### config.mk
export PLATFORM = sky130hd
export DESIGN_NAME = la_arbmux2
export DESIGN_NICKNAME = d
export VERILOG_FILES = /design/src/rtl/la_arbmux2.sv
export SDC_FILE = /design/constraint.sdc
export NUM_CORES = 1
export LEC_CHECK = 0
export CAP_MARGIN = 20
export CORE_MARGIN = 2
export CORE_UTILIZATION = 39
export DETAILED_ROUTE_END_ITERATION = 8
export PLACE_DENSITY = 0.78
export SKIP_CTS_REPAIR_TIMING = 1
export SYNTH_ARGS = -nofsm -noshare
export SYNTH_HDL_FRONTEND = slang
export SYNTH_SLANG_ARGS = --single-unit
### constraint.sdc
create_clock -name clk -period 2 [get_ports clk]
set_clock_uncertainty 0.1 [all_clocks]
set_input_delay 0.4 -clock clk [delete_from_list [all_inputs] [get_ports clk]]
set_output_delay 0.4 -clock clk [all_outputs]
set_load 0.01 [all_outputs]
### src/rtl/la_arbmux2.sv
// Two-input packet arbiter/mux with a single registered output stage and per-packet grant lock.
// Define LA_ARBMUX2_FIXED_PRIO_EN to make port 0 win every idle tie instead of round-robin.
module la_arbmux2 #(
  parameter int DW   = 8,
  parameter     PROP = "DEFAULT"
) (
  input  logic          clk,
  input  logic          nreset,
  input  logic          in0_valid,
  input  logic [DW-1:0] in0_data,
  input  logic          in0_last,
  output logic          in0_ready,
  input  logic          in1_valid,
  input  logic [DW-1:0] in1_data,
  input  logic          in1_last,
  output logic          in1_ready,
  output logic          out_valid,
  output logic [DW-1:0] out_data,
  output logic          out_last,
  output logic          out_sel,
  input  logic          out_ready
);

  typedef enum logic [1:0] {IDLE, LOCK0, LOCK1} state_t;

  state_t state, state_nxt;
  logic   gnt0, gnt1;
  logic   load;
  logic   acc0, acc1;
  logic   tie_sel;

  // PROP is informational only.
  if (PROP == "") begin : g_prop_empty
  end

`ifdef LA_ARBMUX2_FIXED_PRIO_EN
  assign tie_sel = 1'b0;
`else
  logic rr;

  always_ff @(posedge clk or negedge nreset) begin
    if (!nreset) begin
      rr <= 1'b0;
    end else if (acc0 && in0_last) begin
      rr <= 1'b1;
    end else if (acc1 && in1_last) begin
      rr <= 1'b0;
    end
  end

  assign tie_sel = rr;
`endif

  assign load      = ~out_valid | out_ready;
  assign in0_ready = load & gnt0;
  assign in1_ready = load & gnt1;
  assign acc0      = in0_valid & in0_ready;
  assign acc1      = in1_valid & in1_ready;

  always_ff @(posedge clk or negedge nreset) begin
    if (!nreset) begin
      state <= IDLE;
    end else begin
      state <= state_nxt;
    end
  end

  always_comb begin
    state_nxt = state;
    gnt0      = 1'b0;
    gnt1      = 1'b0;
    case (state)
      LOCK0:   gnt0 = 1'b1;
      LOCK1:   gnt1 = 1'b1;
      default: begin
        if (in0_valid && in1_valid) begin
          gnt0 = ~tie_sel;
          gnt1 = tie_sel;
        end else begin
          gnt0 = in0_valid;
          gnt1 = in1_valid;
        end
      end
    endcase
    // The lock follows the accepted beat: held until the last beat of the packet.
    if (acc0) begin
      state_nxt = in0_last ? IDLE : LOCK0;
    end else if (acc1) begin
      state_nxt = in1_last ? IDLE : LOCK1;
    end
  end

  always_ff @(posedge clk or negedge nreset) begin
    if (!nreset) begin
      out_valid <= 1'b0;
      out_data  <= '0;
      out_last  <= 1'b0;
      out_sel   <= 1'b0;
    end else if (acc0) begin
      out_valid <= 1'b1;
      out_data  <= in0_data;
      out_last  <= in0_last;
      out_sel   <= 1'b0;
    end else if (acc1) begin
      out_valid <= 1'b1;
      out_data  <= in1_data;
      out_last  <= in1_last;
      out_sel   <= 1'b1;
    end else if (out_ready) begin
      out_valid <= 1'b0;
    end
  end

endmodule
==> impl_metrics.ini, run 1 <==
[worst_setup_path]
cp.depth = 5
cp_num_buf_inv = 2
critical_path_class = reg2out
max_stage_delay_ns = 0.38
r2r_cells = 7
arrival_ns = 1.41
worstSetupStartpointType = register
cp-end-kind = output pin
cp_slowest_cell = dfrtp_1
cp_cell_sequence = inv_1, ha_4, nand2b_1, a21oi_1, dlymetal6s2s_1
crit_fanout = 5
required_ns = 1.50
crit_family = flip-flops

[routing]
drt-pass1-iter-count = 4
postRouteAntennaNets = 0
drc = 0
drt-total-wl_mm = 1.79
viasPerCell = 4.95
drt_iter0_markers = 7
vias = 737
wl_per_cell_um = 12.0

[synth]
yosysUniqueCellTypes = 20
ys.flop_type = dfrtp_1
synth_common_cells = nand2_1, dfrtp_1, nor2_1
ys_ff_latch = 14
synth_area_leader_cell = dfrtp_1
ys_seq_area_frac = 0.472
yosysMostFrequentCell = nand2_1
synth_edf_count = 0
ys_async_sr_fraction = 1.00
syn-cell-area_sq_um = 742
synth.area.top_cells = dfrtp_1, nand2_1, a31oi_1
synthCells = 81
synth_fp_nets = 106
yosys_warnings = 0
netlist.area_leader.share = 0.472
avgSynthCellArea_sq_um = 9.16

[power]
p_seq_frac = 0.292
total_power_mw = 1.79
pwr_density_cell_nw_per_um2 = 1500
netSwitchingPower_mw = 0.667
clock_power_share = 0.112
vdd_drop_max_v = 0.000735
p_sw_frac = 0.372
power_leakage_nw = 0.530
internal_power_mw = 1.13
pwr-share-comb = 0.597

[timing]
fmax_mhz = 522
period_needed_ns = 1.91
finalHoldViolations = 0
setup_tns_ns = 0
setup_viol = 0
timing.slew.headroom = 0.791
tightest_slew_ns = 0.313
fin_crit_sh = 0.957
setup_ws_ns = 0.0856
drv_slew = 0

[floorplan]
initial_core_util = 0.421
core_area_sq_um = 1760
die_y_um = 47.6
die_w_um = 47.6
pin_count = 36
dieArea_sq_um = 2270
row_count = 15

[finish]
multi_input_area_sq_um = 353
fin_nets = 150
n_fill_cell = 158
register_area_sq_um = 350
antenna_cells = 0
design_area_sq_um = 1200
drive_above_1_share = 0.153
syn2layout_area_growth_pct = 61.4

[hold_path]
hp-class = in2async

[place]
post-place-ws_ns = -0.214
io_buffers = 35
dpl.hpwl_mm = 1.39
gp_congestion = 0.667
post_dp_cell_area_sq_um = 1150

[global_route]
grt_pass1_vias = 683
grt_usage = 0.180
grt_pass1_wl_mm = 2.75
grt_max_degree = 15
antenna_found_initial = 0
grt.overflow.total = 0

[cts]
clkLatencyLatePin_ns = 0.28
clk_path_buf_depth = 2
root_buffer = clkbuf_4
path_clk_slew_ns = 0.09
htree_levels = 1
clock-sinks = 14
cts-buffers-inserted = 3
tritoncts = yes

[status]
outcome = finished, final reports clean

[run]
maxCapViolCount = 0
-- final cells by class --
type | count | area share
Timing Repair Buffer | 44 | 0.347
Inverter | 3 | 0.00940
Tap cell | 25 | 0.0261
Sequential cell | 14 | 0.293
Multi-Input combinational cell | 59 | 0.295
Clock buffer | 4 | 0.0303
-- cells in the final DEF, fill, tap and decap left out, types with 2 or more instances in the layout --
master | synthesis | layout
clkbuf_4 | 0 | 3
inv_1 | 3 | 3
nand2b_1 | 4 | 4
o2111ai_2 | 2 | 2
buf_4 | 1 | 9
a31oi_1 | 8 | 8
nand2_1 | 19 | 19
a21boi_1 | 2 | 2
a21oi_1 | 3 | 3
dfrtp_1 | 14 | 14
nand3_1 | 4 | 4
clkdlybuf4s50_1 | 0 | 33
nor2_1 | 9 | 9
-- worst reg2reg max path: cells and delay by family, from the launching register on --
kind / cells / cell delay (ns)
buf+inv: 3 / 0.50
simple gates: 1 / 0.06
flops: 1 / 0.38
compound gates: 2 / 0.43
fa+ha+maj: 1 / 0.22
-- cells by family after synthesis --
group,after synthesis,share of synthesized area
AOI/OAI and AO/OA,19,0.199
adders and majority gates,2,0.0337
buffers and inverters,8,0.0691
DFF,14,0.472
and+or+nand+nor,38,0.226
-- sequential cells by signal, indices dropped and copies added, names as in the netlist --
| register | cells |
|---|---|
| out_data | 8 |
| out_last | 1 |
| out_sel | 1 |
| out_valid | 1 |
| rr | 1 |
| state | 2 |
-- power groups by stage --
stage               clock network, mW  logic (mW)  registers, mW
detailed placement                  0        1.06          0.521
global placement                    0        1.02          0.517
floorplan                           0       0.559          0.569
global route                    0.224        1.18          0.540
CTS                             0.207        1.06          0.518
finish                          0.201        1.07          0.523
-- routing by layer --
metal  global-route usage  share of wire
met3               0.0491          0.072
met1                0.212           0.42
met2                0.297           0.50
met4               0.0973         0.0050
met5                    0              0
-- final timing paths --
| kind | startpoint | to | slack [ns] |
|---|---|---|---|
| setup reg to reg | state[0] | out_data[5] | 0.25 |
| max in group asynchronous | nreset | out_data[1] | 1.31 |
| hold / removal | nreset | out_data[0] | 0.32 |
| min in group clk | out_sel | out_sel | 0.42 |
| setup / recovery | state[0] | in1_ready | 0.09 |
| hold reg to reg | out_sel | out_sel | 0.42 |
-- stage by stage --
| stage | cells | hold slack, ns | util |
|---|---|---|---|
| 3_3_place_gp | 145 | 0.381 | 0.652 |
| 5_1_grt | 149 | 0.340 | 0.679 |
| 6_report | 149 | 0.325 | 0.679 |
| 3_5_place_dp | 145 | 0.392 | 0.652 |
| 2_1_floorplan | 81 | 0.00441 | - |
| 4_1_cts | 149 | 0.326 | 0.673 |
Note: power is estimated with default switching activity, not from simulation.
==> run 2: changes to the inputs <==
Settings changed: CORE_MARGIN 2 to not set.
==> run 2 against run 1 <==
Effect of this change: first-iteration DRC count shrank 14%; power grew 0.42%; flip-flop and latch count is the same; utilization grew 0.30 points; largest power group unchanged; highest routed layer unchanged.
==> impl_metrics.ini, run 2 (same netlist as run 1, synthesis figures left out) <==
[floorplan]
initial_core_util = 0.425
dieArea_sq_um = 2080
core_area_sq_um = 1750
die_w_um = 45.6
pin_count = 36
row_count = 15
die_y_um = 45.6

[power]
p_sw_frac = 0.376
pwr-share-comb = 0.593
vdd_drop_max_v = 0.000961
total_power_mw = 1.80
clock_power_share = 0.113
netSwitchingPower_mw = 0.677
pwr_density_cell_nw_per_um2 = 1510
power_leakage_nw = 0.525
p_seq_frac = 0.294
internal_power_mw = 1.12

[cts]
clkLatencyLatePin_ns = 0.28
htree_levels = 1
path_clk_slew_ns = 0.09
cts-buffers-inserted = 3
clock-sinks = 14
tritoncts = yes
clk_path_buf_depth = 2
root_buffer = clkbuf_4

[timing]
setup_ws_ns = 0.107
setup_viol = 0
setup_tns_ns = 0
drv_slew = 0
tightest_slew_ns = 0.609
fmax_mhz = 528
fin_crit_sh = 0.946
period_needed_ns = 1.89
finalHoldViolations = 0
rsz0062_at_grt = no
timing.slew.headroom = 0.593

[global_route]
grt_pass1_wl_mm = 2.90
use_met1 = 0.251
met3_usage = 0.0397
grt_max_degree = 15
grt.overflow.total = 0
grt_pass1_vias = 685
top_usage_layer = met2
use_met2 = 0.329
antenna_found_initial = 0
grt_usage = 0.200

[worst_setup_path]
arrival_ns = 1.39
ff2ff_setup_slack_ns = 0.22
worstSetupStartpointType = register
cp-end-kind = output pin
critical_path_class = reg2out
r2r_cells = 7
crit_fanout = 5
rr_startpoint = state[0]
required_ns = 1.50
r2r_end = out_data[0]

[finish]
antenna_cells = 0
max_flop_register = out_data
finish.utilization = 0.682
largest_register_ff_count = 8
syn2layout_area_growth_pct = 60.4
drive_above_1_share = 0.146
final_cell_mix = clkdlybuf4s50_1, nand2_1, dfrtp_1, nor2_1
fin_nets = 149
design_area_sq_um = 1190
reg.largest.list = out_data (8), state (2)
layout_commonest_cell = clkdlybuf4s50_1

[place]
dpl.hpwl_mm = 1.37
post_dp_cell_area_sq_um = 1140
post-place-ws_ns = -0.172
gp_congestion = 0.688
io_buffers = 35

[routing]
postRouteAntennaNets = 0
viasPerCell = 4.93
drt_iter0_markers = 6
wl_per_cell_um = 12.4
drt-total-wl_mm = 1.83
drt-pass1-iter-count = 4
drc = 0
vias = 729

[hold_path]
hp-class = in2async

[status]
outcome = finished, final reports clean

[run]
maxCapViolCount = 0
run 2: final cells by class:
class / instances / area (sq um)
Tap cell: 25 / 31.3
Timing Repair Buffer: 43 / 408
Fill cell: 136 / 556
Clock buffer: 4 / 36.3
Sequential cell: 14 / 350
Inverter: 3 / 11.3
Multi-Input combinational cell: 59 / 353
run 2: worst max path at each step:
stage	endpoint	from	slack (ns)
5_1_grt	in0_ready	state[0]	0.002
2_1_floorplan	in0_ready	state[0]	0.35
3_5_place_dp	in1_ready	in0_valid	-0.17
3_3_place_gp	in1_ready	in0_valid	-0.16
6_report	in1_ready	state[0]	0.11
4_1_cts	in1_ready	state[0]	-0.35
run 2: stage by stage:
| stage | hold slack, ns | std cells |
|---|---|---|
| detailed placement | 0.388 | 144 |
| finish | 0.399 | 148 |
| CTS | 0.412 | 148 |
| global route | 0.441 | 148 |
| global placement | 0.373 | 144 |
| floorplan | 0.00441 | 81 |
run 2: layer usage:
layer	wire, um	up-vias
met5	0	-
met4	4	0
met3	116	2
met2	966	24
met1	741	342
li1	-	361
run 2: power by group through the flow:
| stage | clock (mW) | combinational, mW | sequential (mW) |
|---|---|---|---|
| 6_report | 0.203 | 1.07 | 0.530 |
| 2_1_floorplan | 0 | 0.559 | 0.569 |
| 4_1_cts | 0.209 | 1.06 | 0.527 |
| 3_3_place_gp | 0 | 1.02 | 0.520 |
| 3_5_place_dp | 0 | 1.05 | 0.528 |
| 5_1_grt | 0.218 | 1.19 | 0.547 |
run 2: critical path, cell delays in order, from the launching register on:
cell and delay, ns:
dfrtp_1 0.38, inv_1 0.10, ha_4 0.22, nand2b_1 0.14, a21oi_1 0.11, dlymetal6s2s_1 0.16
==> run 3: changes to the inputs <==
Settings changed: CORE_UTILIZATION 39 to 50, DONT_BUFFER_PORTS set to 1, PLACE_DENSITY 0.78 to not set.
==> run 3 against run 2 <==
Effect of this change: flip-flop and latch count unchanged; sequential share of layout area increased by 14 points; fmax increased by 0.25%; utilization decreased by 8.0 points; register-to-register slack improved by 0.05 ns; design area decreased by 33%; worst hold slack got worse by 0.27 ns; via count decreased by 22%; first-iteration DRC count increased to 3.3 times the previous value; global-route usage increased by 0.41 points; routed wire length decreased by 19%; clock power about the same; critical path type unchanged; largest power group unchanged.
==> impl_metrics.ini, run 3 (same netlist as run 1, synthesis figures left out) <==
[routing]
vias = 568
postRouteAntennaNets = 0
drt-pass1-iter-count = 4
drt-total-wl_mm = 1.47
wl_per_cell_um = 15.0
drc = 0
drt_iter0_markers = 20
viasPerCell = 5.80

[cts]
clk_path_buf_depth = 2
tritoncts = yes
htree_levels = 1
cts-buffers-inserted = 3
path_clk_slew_ns = 0.09
root_buffer = clkbuf_4
clock-sinks = 14
clkLatencyLatePin_ns = 0.28

[hold_path]
hp-class = in2reg
min_from = in0_last
holdPathStages = 2

[floorplan]
row_count = 13
die_w_um = 40.5
initial_core_util = 0.556
dieArea_sq_um = 1640
die_y_um = 40.5
pin_count = 36
core_area_sq_um = 1330

[global_route]
grt.overflow.total = 0
grt_pass1_wl_mm = 2.14
grt_max_degree = 15
grt_pass1_vias = 533
grt_usage = 0.204
antenna_found_initial = 0

[timing]
finalHoldViolations = 0
timing.slew.headroom = 0.574
setup_tns_ns = 0
drv_slew = 0
timing.hold.ws_ns = 0.133
fin_crit_sh = 0.944
fmax_mhz = 530
tightest_slew_ns = 0.637
rsz0062_at_grt = no
period_needed_ns = 1.89
setup_viol = 0

[worst_setup_path]
required_ns = 1.50
cp_num_buf_inv = 1
crit_family = flip-flops
rr_startpoint = state[0]
arrival_ns = 1.39
cp_slowest_cell = dfrtp_1
worstSetupStartpointType = register
r2r_cells = 5
cp_cell_sequence = inv_1, ha_4, nand2b_1, a21oi_2
cp-end-kind = output pin
cp.depth = 4
crit_fanout = 9
max_stage_delay_ns = 0.41
critPathLaunch = state[0]
critical_path_class = reg2out

[place]
dpl.hpwl_mm = 1.10
dp.cells = 93
gp_congestion = 0.791
io_buffers = 0

[finish]
finish.utilization = 0.601
fin_nets = 109
syn2layout_area_growth_pct = 8.09
drive_above_1_share = 0.157
antenna_cells = 0
final_cell_mix = nand2_1, dfrtp_1, nor2_1, a31oi_1
finalNonFillerCells = 98
largest_register_ff_count = 8
layout_commonest_cell = nand2_1
n_fill_cell = 127
reg.largest.list = out_data (8), state (2)
max_flop_register = out_data

[power]
pwr_density_cell_nw_per_um2 = 1800
netSwitchingPower_mw = 0.608
vdd_drop_max_v = 0.000818
clock_power_share = 0.141
pwr-share-comb = 0.450
power_leakage_nw = 0.349
p_seq_frac = 0.409
internal_power_mw = 0.837
p_sw_frac = 0.421
total_power_mw = 1.45

[run]
maxCapViolCount = 0

[status]
outcome = finished, final reports clean
==> run 3: cell types whose count changed in the layout (fill, tap and decap cells not counted), sizes merged <==
| cell | before | now |
|---|---|---|
| clkbuf | 5 | 4 |
| clkdlybuf4s50 | 33 | 0 |
| dlymetal6s2s | 1 | 0 |
| dlygate4sd3 | 0 | 1 |
| buf | 8 | 2 |
==> run 3: final cells by class <==
| cell class | count | area (sq um) | share of cell area |
|---|---|---|---|
| well taps | 15 | 18.8 | 0.0234 |
| multi-input cells | 59 | 360 | 0.449 |
| inverters | 3 | 11.3 | 0.0140 |
| clock buffers | 4 | 36.3 | 0.0452 |
| repair buffers | 3 | 25.0 | 0.0312 |
| flip-flops and latches | 14 | 350 | 0.437 |
==> run 3: routing by layer <==
| metal | vias up | share of wire | global-route usage |
|---|---|---|---|
| met5 | - | 0 | 0 |
| met4 | 0 | 0.0082 | 0.125 |
| met3 | 2 | 0.078 | 0.0333 |
| met2 | 23 | 0.47 | 0.317 |
| met1 | 259 | 0.45 | 0.261 |
| li1 | 284 | - | - |
==> run 3: worst register-to-register path, stage by stage (launching register included) <==
cell and delay [ns]:
dfrtp_1 0.41, inv_1 0.11, ha_4 0.24, o2111ai_2 0.49, nand2_1 0.12, a31oi_1 0.18
==> run 3: metrics by stage <==
stage	instance area [sq um]	setup WS [ns]
finish	802	0.112
global route	802	0.0416
CTS	772	-0.0817
detailed placement	736	0.141
global placement	736	0.174
floorplan	742	0.350
==> run 3: final timing paths <==
kind                                to  slack (ns)
setup / recovery             in0_ready        0.11
hold / removal                      rr        0.13
setup reg to reg           out_data[3]        0.27
hold reg to reg               state[0]        0.45
max in group asynchronous  out_data[7]        0.92
min in group asynchronous    out_valid        0.47
==> run 3: power by group through the flow <==
stage	Sequential, mW	Combinational (mW)	Clock, mW
finish	0.591	0.650	0.204
global route	0.619	0.744	0.224
CTS	0.589	0.606	0.214
detailed placement	0.595	0.602	0
global placement	0.593	0.586	0
floorplan	0.569	0.559	0
